`config.mk`:
```
export PLATFORM = sky130hd
export DESIGN_NAME = mem_block_arbiter_flat
export DESIGN_NICKNAME = d
export VERILOG_FILES = /design/src/rtl/mips_mem_pkg.sv /design/src/rtl/mem_block_arbiter_if.sv /design/src/rtl/mem_arb_pick.sv /design/src/rtl/mem_block_arbiter.sv /design/src/flat_wrapper.sv
export SDC_FILE = /design/constraint.sdc
export NUM_CORES = 2
export LEC_CHECK = 0
export CAP_MARGIN = 20
export CORE_AREA = 4 4 542 544
export CTS_CLUSTER_SIZE = 40
export DETAILED_ROUTE_END_ITERATION = 8
export DIE_AREA = 0 0 546 548
export SLEW_MARGIN = 15
export SYNTH_ARGS = -nofsm -noshare
export SYNTH_HDL_FRONTEND = slang
export SYNTH_SLANG_ARGS = --single-unit
export TNS_END_PERCENT = 5
```
`constraint.sdc`:
```
create_clock -name CLK -period 3.7 [get_ports CLK]
set_input_delay 0.74 -clock CLK [delete_from_list [all_inputs] [get_ports CLK]]
set_output_delay 0.74 -clock CLK [all_outputs]
set_load 0.01 [all_outputs]
```
`src/rtl/mips_mem_pkg.sv`:
```
// Shared definitions for the cache-block memory arbiter: FSM encoding,
// default bus widths and the block-offset helper.
package mips_mem_pkg;

  localparam int ADDR_W_DEF = 32;
  localparam int BLK_W_DEF  = 256;

  typedef enum logic [1:0] {
    IDLE   = 2'd0,
    BUSY_I = 2'd1,
    BUSY_D = 2'd2,
    DONE   = 2'd3
  } arb_state_e;

  // Number of byte-offset bits inside one block.
  function automatic int blk_off_w(input int blk_w);
    return $clog2(blk_w / 8);
  endfunction

endpackage

```
`src/rtl/mem_block_arbiter_if.sv`:
```
// Cache-side and memory-side signals of the block arbiter.
// The slave view belongs to the arbiter; master is the cache/memory environment.
interface mem_block_arbiter_if #(
  parameter int ADDR_W = mips_mem_pkg::ADDR_W_DEF,
  parameter int BLK_W  = mips_mem_pkg::BLK_W_DEF
);
  logic              i_req;
  logic [ADDR_W-1:0] i_addr;
  logic              d_req;
  logic              d_we;
  logic [ADDR_W-1:0] d_addr;
  logic [BLK_W-1:0]  d_wdata;
  logic              i_done;
  logic [BLK_W-1:0]  i_rdata;
  logic              d_done;
  logic [BLK_W-1:0]  d_rdata;
  logic              mem_req;
  logic              mem_we;
  logic [ADDR_W-1:0] mem_addr;
  logic [BLK_W-1:0]  mem_wdata;
  logic [BLK_W-1:0]  mem_rdata;
  logic              mem_ready;
  logic              freeze;

  modport slave (
    input  i_req, i_addr, d_req, d_we, d_addr, d_wdata, mem_rdata, mem_ready,
    output i_done, i_rdata, d_done, d_rdata, mem_req, mem_we, mem_addr, mem_wdata, freeze
  );

  modport master (
    output i_req, i_addr, d_req, d_we, d_addr, d_wdata, mem_rdata, mem_ready,
    input  i_done, i_rdata, d_done, d_rdata, mem_req, mem_we, mem_addr, mem_wdata, freeze
  );
endinterface

```
`src/rtl/mem_arb_pick.sv`:
```
// Winner select for the shared block port: D has priority, but I is forced
// once D has won STARVE_MAX times in a row while I was waiting.
module mem_arb_pick #(
  parameter int STARVE_MAX = 4
) (
  input  logic CLK,
  input  logic RESET,
  input  logic arb_en,
  input  logic i_req,
  input  logic d_req,
  output logic grant_i,
  output logic grant_d
);
  logic [3:0] starve_cnt;
  logic       starved;

  always_comb begin
    starved = (starve_cnt >= 4'(STARVE_MAX));
    grant_d = arb_en & d_req & (~i_req | ~starved);
    grant_i = arb_en & i_req & ~grant_d;
  end

  // Only D wins that leave I behind extend the streak; any other grant clears it.
  always_ff @(posedge CLK) begin
    if (RESET)                 starve_cnt <= '0;
    else if (grant_d & i_req)  starve_cnt <= starve_cnt + 4'd1;
    else if (grant_i | grant_d) starve_cnt <= '0;
  end
endmodule

```
`src/rtl/mem_block_arbiter.sv`:
```
// Serialises I-cache fills and D-cache fills/writebacks onto one main-memory
// block port, and stalls the pipeline while any requester is waiting.
module mem_block_arbiter
  import mips_mem_pkg::*;
#(
  parameter int ADDR_W     = ADDR_W_DEF,
  parameter int BLK_W      = BLK_W_DEF,
  parameter int STARVE_MAX = 4
) (
  input logic CLK,
  input logic RESET,
  mem_block_arbiter_if.slave bus
);
  localparam int                OFF_W    = blk_off_w(BLK_W);
  localparam logic [ADDR_W-1:0] OFF_MASK = {ADDR_W{1'b1}} << OFF_W;

  arb_state_e        state;
  logic              grant_i, grant_d;
  logic              mem_req, mem_we, i_done, d_done;
  logic [ADDR_W-1:0] mem_addr;
  logic [BLK_W-1:0]  mem_wdata, i_rdata, d_rdata;

  mem_arb_pick #(.STARVE_MAX(STARVE_MAX)) u_pick (
    .CLK     (CLK),
    .RESET   (RESET),
    .arb_en  (state == IDLE),
    .i_req   (bus.i_req),
    .d_req   (bus.d_req),
    .grant_i (grant_i),
    .grant_d (grant_d)
  );

  always_ff @(posedge CLK) begin
    if (RESET) begin
      state     <= IDLE;
      mem_req   <= 1'b0;
      mem_we    <= 1'b0;
      i_done    <= 1'b0;
      d_done    <= 1'b0;
      mem_addr  <= '0;
      mem_wdata <= '0;
      i_rdata   <= '0;
      d_rdata   <= '0;
    end else begin
      i_done <= 1'b0;
      d_done <= 1'b0;
      case (state)
        IDLE: if (grant_i | grant_d) begin
          state    <= grant_i ? BUSY_I : BUSY_D;
          mem_req  <= 1'b1;
          mem_addr <= (grant_i ? bus.i_addr : bus.d_addr) & OFF_MASK;
          mem_we   <= grant_d & bus.d_we;
          if (grant_d & bus.d_we) mem_wdata <= bus.d_wdata;
        end
        BUSY_I: if (bus.mem_ready) begin
          i_rdata <= bus.mem_rdata;
          mem_req <= 1'b0;
          mem_we  <= 1'b0;
          i_done  <= 1'b1;
          state   <= DONE;
        end
        BUSY_D: if (bus.mem_ready) begin
          if (!mem_we) d_rdata <= bus.mem_rdata;
          mem_req <= 1'b0;
          mem_we  <= 1'b0;
          d_done  <= 1'b1;
          state   <= DONE;
        end
        DONE:    state <= IDLE;
        default: state <= IDLE;
      endcase
    end
  end

  assign bus.mem_req   = mem_req;
  assign bus.mem_we    = mem_we;
  assign bus.mem_addr  = mem_addr;
  assign bus.mem_wdata = mem_wdata;
  assign bus.i_done    = i_done;
  assign bus.i_rdata   = i_rdata;
  assign bus.d_done    = d_done;
  assign bus.d_rdata   = d_rdata;
  // Done flags are registered, so freeze drops in the pulse cycle itself.
  assign bus.freeze    = (bus.i_req & ~i_done) | (bus.d_req & ~d_done);
endmodule
```
`src/flat_wrapper.sv`:
```
// flat-port wrapper written by rule: the top's interface ports become plain ports
module mem_block_arbiter_flat import mips_mem_pkg::*;
#(
  parameter int ADDR_W     = ADDR_W_DEF,
  parameter int BLK_W      = BLK_W_DEF,
  parameter int STARVE_MAX = 4
)
  (CLK, RESET, bus_i_req, bus_i_addr, bus_d_req, bus_d_we, bus_d_addr, bus_d_wdata, bus_mem_rdata, bus_mem_ready, bus_i_done, bus_i_rdata, bus_d_done, bus_d_rdata, bus_mem_req, bus_mem_we, bus_mem_addr, bus_mem_wdata, bus_freeze);
  mem_block_arbiter_if #(.ADDR_W(ADDR_W), .BLK_W(BLK_W)) bus_i ();
  input logic CLK;
  input logic RESET;
  input wire logic [$bits(bus_i.i_req)-1:0] bus_i_req;
  input wire logic [$bits(bus_i.i_addr)-1:0] bus_i_addr;
  input wire logic [$bits(bus_i.d_req)-1:0] bus_d_req;
  input wire logic [$bits(bus_i.d_we)-1:0] bus_d_we;
  input wire logic [$bits(bus_i.d_addr)-1:0] bus_d_addr;
  input wire logic [$bits(bus_i.d_wdata)-1:0] bus_d_wdata;
  input wire logic [$bits(bus_i.mem_rdata)-1:0] bus_mem_rdata;
  input wire logic [$bits(bus_i.mem_ready)-1:0] bus_mem_ready;
  output wire logic [$bits(bus_i.i_done)-1:0] bus_i_done;
  output wire logic [$bits(bus_i.i_rdata)-1:0] bus_i_rdata;
  output wire logic [$bits(bus_i.d_done)-1:0] bus_d_done;
  output wire logic [$bits(bus_i.d_rdata)-1:0] bus_d_rdata;
  output wire logic [$bits(bus_i.mem_req)-1:0] bus_mem_req;
  output wire logic [$bits(bus_i.mem_we)-1:0] bus_mem_we;
  output wire logic [$bits(bus_i.mem_addr)-1:0] bus_mem_addr;
  output wire logic [$bits(bus_i.mem_wdata)-1:0] bus_mem_wdata;
  output wire logic [$bits(bus_i.freeze)-1:0] bus_freeze;
  assign bus_i.i_req = bus_i_req;
  assign bus_i.i_addr = bus_i_addr;
  assign bus_i.d_req = bus_d_req;
  assign bus_i.d_we = bus_d_we;
  assign bus_i.d_addr = bus_d_addr;
  assign bus_i.d_wdata = bus_d_wdata;
  assign bus_i.mem_rdata = bus_mem_rdata;
  assign bus_i.mem_ready = bus_mem_ready;
  assign bus_i_done = bus_i.i_done;
  assign bus_i_rdata = bus_i.i_rdata;
  assign bus_d_done = bus_i.d_done;
  assign bus_d_rdata = bus_i.d_rdata;
  assign bus_mem_req = bus_i.mem_req;
  assign bus_mem_we = bus_i.mem_we;
  assign bus_mem_addr = bus_i.mem_addr;
  assign bus_mem_wdata = bus_i.mem_wdata;
  assign bus_freeze = bus_i.freeze;
  mem_block_arbiter #(.ADDR_W(ADDR_W), .BLK_W(BLK_W), .STARVE_MAX(STARVE_MAX)) u_core (.CLK(CLK), .RESET(RESET), .bus(bus_i));
endmodule
```
==> impl_summary.log <==
[metrics] run status: completed
[metrics] sum of negative setup slack: 0 ns
[metrics] Via-to-Cell Ratio: 3.65
[metrics] fraction of the cycle the final worst path needs: 78.6%
[metrics] Post-CTS Setup Inserts: 0
[metrics] clock-pin slew on the worst setup and hold paths: 0.06 ns
[metrics] number of standard cells after synthesis: 3,602
[metrics] hold wc startpoint: RESET
[metrics] starting density of the core: 9.96%
[metrics] unrepaired setup endpoints after global routing: no
[metrics] biggest cell delay along the critical path: 0.93 ns
[metrics] clock share of power: 36.4%
[metrics] critical register-to-register path startpoint: u_core.state[1]$_SDFFE_PP0P_
[metrics] mean area per synthesized cell: 8.01 um2
[metrics] maximum number of pins on one net before global-route repair: 162
[metrics] clock tree from TritonCTS: done
[metrics] remaining global-route overflow: 0
[metrics] hold bufs inserted after CTS: 0
[metrics] unique cell type count in the Yosys netlist: 41
[metrics] gr usage total: 15.2%
[metrics] Critical Setup Path Class: reg2out
[metrics] part of the power in registers: 35.1%
[metrics] net count of the finished layout: 5,423
[metrics] router iterations before antenna repair: 8
[metrics] most frequent cells after synthesis: 1,027 x sky130_fd_sc_hd__nand2_1, 805 x sky130_fd_sc_hd__dfxtp_1, 770 x sky130_fd_sc_hd__a21oi_1, 283 x sky130_fd_sc_hd__o21ai_0, 257 x sky130_fd_sc_hd__nand3_1
[metrics] count of max-cap constraint violations: 0
[metrics] Critical Path Sink Type: primary output
[metrics] chip height: 548 um
[metrics] top_reg_cell synth: sky130_fd_sc_hd__dfxtp_1
[metrics] Setup-failing EPs final: 0
[metrics] insertion delay to the later sink of the worst-skew pair: 0.83 ns
[metrics] master of the slowest instance on the critical path: sky130_fd_sc_hd__clkdlybuf4s50_1
[metrics] Net Switching: 9.86 mW
[metrics] number of global-route vias before repair: 29.9k
[metrics] required time of the critical path: 2.96 ns
[metrics] Ys Warns: 0
[metrics] wire length of the first global-routing pass: 304,000 um
[metrics] Worst Skew: 0.0677 ns
[metrics] share of layout cells above drive strength 1: 5.82%
[metrics] vias after detailed routing: 32.0k
[metrics] number of violations reported at the end of detailed-routing iteration 0: 2,737
[metrics] number of nets still failing antenna checks after routing: 0
[metrics] minimum period implied by the final worst setup slack: 2.91 ns
[metrics] Final Core Density: 17.5%
[metrics] TritonCTS buffer count: 102
[metrics] Bufs and invs on worst path: 1
[metrics] total I/O pin count: 1,387
[metrics] data arrival time of the critical path: 2.17 ns
[metrics] final design area excluding fillers: 50,700 um2
[metrics] power after layout: 29.4 mW
[metrics] gp weighted congestion: 0.882
[metrics] total wirelength of the detailed-routed design: 240,000 um
[metrics] Worst Max-Slew Pin Slew: 1.10 ns
[metrics] total leakage power: 16.1 nW
[metrics] async set or reset register ratio after synthesis: 0%
[metrics] Setup crit start kind: flip-flop
[metrics] width of the chip: 546 um
[metrics] detail-routed net length per standard cell: 27.4 um
[metrics] final hold slack: 0.325 ns
[metrics] area enclosed by the die boundary: 299,000 um2
[metrics] count of pins over their slew limit: 0
[metrics] logic gate share of total power: 28.5%
[metrics] number of enable-type register cells in the synthesized netlist: 0
[metrics] largest delay contributor family on the critical path: buffers and inverters
[metrics] FP Rows: 198
[metrics] ordered list of cells on the worst path: clkdlybuf4s50_1
[metrics] placeable core area: 290,000 um2
[metrics] final hold vios: 0
[metrics] Worst R2R Setup Slack: 1.36 ns
[metrics] Hold Path Class: in2reg
[metrics] fraction of synthesized cell area taken by the top area cell type: 55.9%
[metrics] cell internal pwr: 19.5 mW
[metrics] maximum root-to-sink buffer count: 4
[metrics] Placement Cell Area: 47,100 um2
[metrics] HPWL after detailed placement: 200,000 um
[metrics] synthesis-to-finish area growth: 75.9%
[metrics] switching part of the total: 33.5%
[metrics] library cell with the highest instance count after synthesis: sky130_fd_sc_hd__nand2_1
[metrics] total power density per cell area: 579 nW/um2
[metrics] largest cells by area after synthesis: sky130_fd_sc_hd__dfxtp_1 56%, sky130_fd_sc_hd__nand2_1 13%, sky130_fd_sc_hd__a21oi_1 13%
[metrics] post-cts resize count: 0
[metrics] fmax: 344 MHz
[metrics] antenna violations before repair: 190
[metrics] # H-tree levels: 3
[metrics] Critical Path Start: u_core.bus.mem_we$_SDFFE_PP0P_
[metrics] detailed-route DRC error count: 0
[metrics] register bit count reported by yosys: 805
[metrics] cell at the root of the clock tree: sky130_fd_sc_hd__clkbuf_16
[metrics] portion of the post-synthesis area used by sequential elements: 55.9%
[metrics] crit-path max FO: 4
[metrics] PortBufs: 1,371
[metrics] dominant cell type by area after synthesis: sky130_fd_sc_hd__dfxtp_1
[metrics] cell area after synthesis: 28,800 um2
[metrics] clock sink count: 805
[metrics] normalized max-slew margin: 26.9%
[metrics] highest ir drop seen on vdd: 0.367 mV
per-layer routing:
layer | track usage, % | vias up | share of wire, %
met1 | 17.2 | 15157 | 38
met5 | 0 | - | 0.31
met4 | 4.62 | 118 | 3.0
li1 | - | 14619 | -
met3 | 10.9 | 465 | 17
met2 | 22.4 | 1622 | 42
area by class of cell:
cell class / instances / area [um2]
antenna: 59 / 148
inverter: 5 / 18.8
clock buffer: 138 / 2860
sequential: 805 / 16100
timing repair buffer: 1459 / 14800
clock inverter: 43 / 652
multi-input combinational: 2462 / 11400
tap: 3800 / 4750
fill: 32671 / 239000
placed cells by master, fill, tap and decap left out, types with 2 or more instances in the layout:
cell / netlist / layout
sky130_fd_sc_hd__nor3_1: 27 / 27
sky130_fd_sc_hd__a211oi_1: 7 / 7
sky130_fd_sc_hd__ha_1: 6 / 6
sky130_fd_sc_hd__o21ai_4: 0 / 2
sky130_fd_sc_hd__a21oi_1: 770 / 770
sky130_fd_sc_hd__o21ai_0: 283 / 283
sky130_fd_sc_hd__nand2_1: 1027 / 1026
sky130_fd_sc_hd__clkdlybuf4s50_1: 0 / 1369
sky130_fd_sc_hd__a32oi_1: 2 / 2
sky130_fd_sc_hd__nand3b_1: 2 / 2
sky130_fd_sc_hd__nand3_1: 257 / 256
sky130_fd_sc_hd__inv_1: 5 / 5
sky130_fd_sc_hd__clkinv_4: 0 / 6
sky130_fd_sc_hd__buf_12: 0 / 36
sky130_fd_sc_hd__diode_2: 0 / 59
sky130_fd_sc_hd__a211oi_2: 20 / 20
sky130_fd_sc_hd__conb_1: 1 / 5
sky130_fd_sc_hd__bufinv_16: 0 / 13
sky130_fd_sc_hd__clkinvlp_4: 0 / 5
sky130_fd_sc_hd__clkbuf_16: 0 / 102
sky130_fd_sc_hd__inv_6: 0 / 2
sky130_fd_sc_hd__nor2_1: 31 / 31
sky130_fd_sc_hd__clkinv_8: 0 / 2
sky130_fd_sc_hd__clkinv_2: 0 / 12
sky130_fd_sc_hd__o221a_2: 2 / 2
sky130_fd_sc_hd__clkbuf_8: 0 / 17
sky130_fd_sc_hd__buf_4: 7 / 53
sky130_fd_sc_hd__clkbuf_1: 210 / 19
sky130_fd_sc_hd__dfxtp_1: 805 / 805
sky130_fd_sc_hd__and3_1: 3 / 2
power by group through the flow:
| stage | Combinational, mW | Clock (mW) | Sequential (mW) |
|---|---|---|---|
| after floorplan | 2.65 | 0 | 10.9 |
| after global placement | 8.48 | 0 | 10.4 |
| after detailed placement | 8.47 | 0 | 10.5 |
| after CTS | 8.50 | 11.0 | 10.3 |
| after global routing | 8.98 | 11.3 | 10.4 |
| final | 8.37 | 10.7 | 10.3 |
worst paths after layout:
check                                           end  depth (start not counted)
min            u_core.bus.mem_wdata[2]$_SDFFE_PP0P_                          2
max                                      bus_mem_we                          1
min reg2reg     u_core.bus.d_rdata[32]$_SDFFE_PP0P_                          2
max reg2reg  u_core.bus.mem_wdata[170]$_SDFFE_PP0P_                          6
cell families after synthesis:
family	count (synthesis)	synth area share, %
and+or+nand+nor	1356	19.1
AOI/OAI and AO/OA	1094	19.7
DFF	805	55.9
buffers and inverters	339	5.01
adders and majority gates	6	0.260
muxes	1	0.0390
other	1	0.0130
flip-flops by register name, indices dropped and copies added, names as in the netlist:
signal / cells
u_core.bus.mem_addr: 27
u_core.bus.i_rdata: 256
u_core.bus.mem_wdata: 256
u_core.bus.d_done: 1
u_core.bus.mem_we: 1
u_core.bus.i_done: 1
u_core.u_pick.starve_cnt: 4
u_core.bus.mem_req: 1
u_core.state: 2
u_core.bus.d_rdata: 256
metrics by stage:
step / setup slack [ns] / instances
3_3_place_gp: 0.710 / 8531
2_1_floorplan: 1.75 / 3606
3_5_place_dp: 0.693 / 8531
6_report: 0.790 / 8771
5_1_grt: 0.697 / 8739
4_1_cts: 0.586 / 8712
Note: power is estimated with default switching activity, not from simulation.
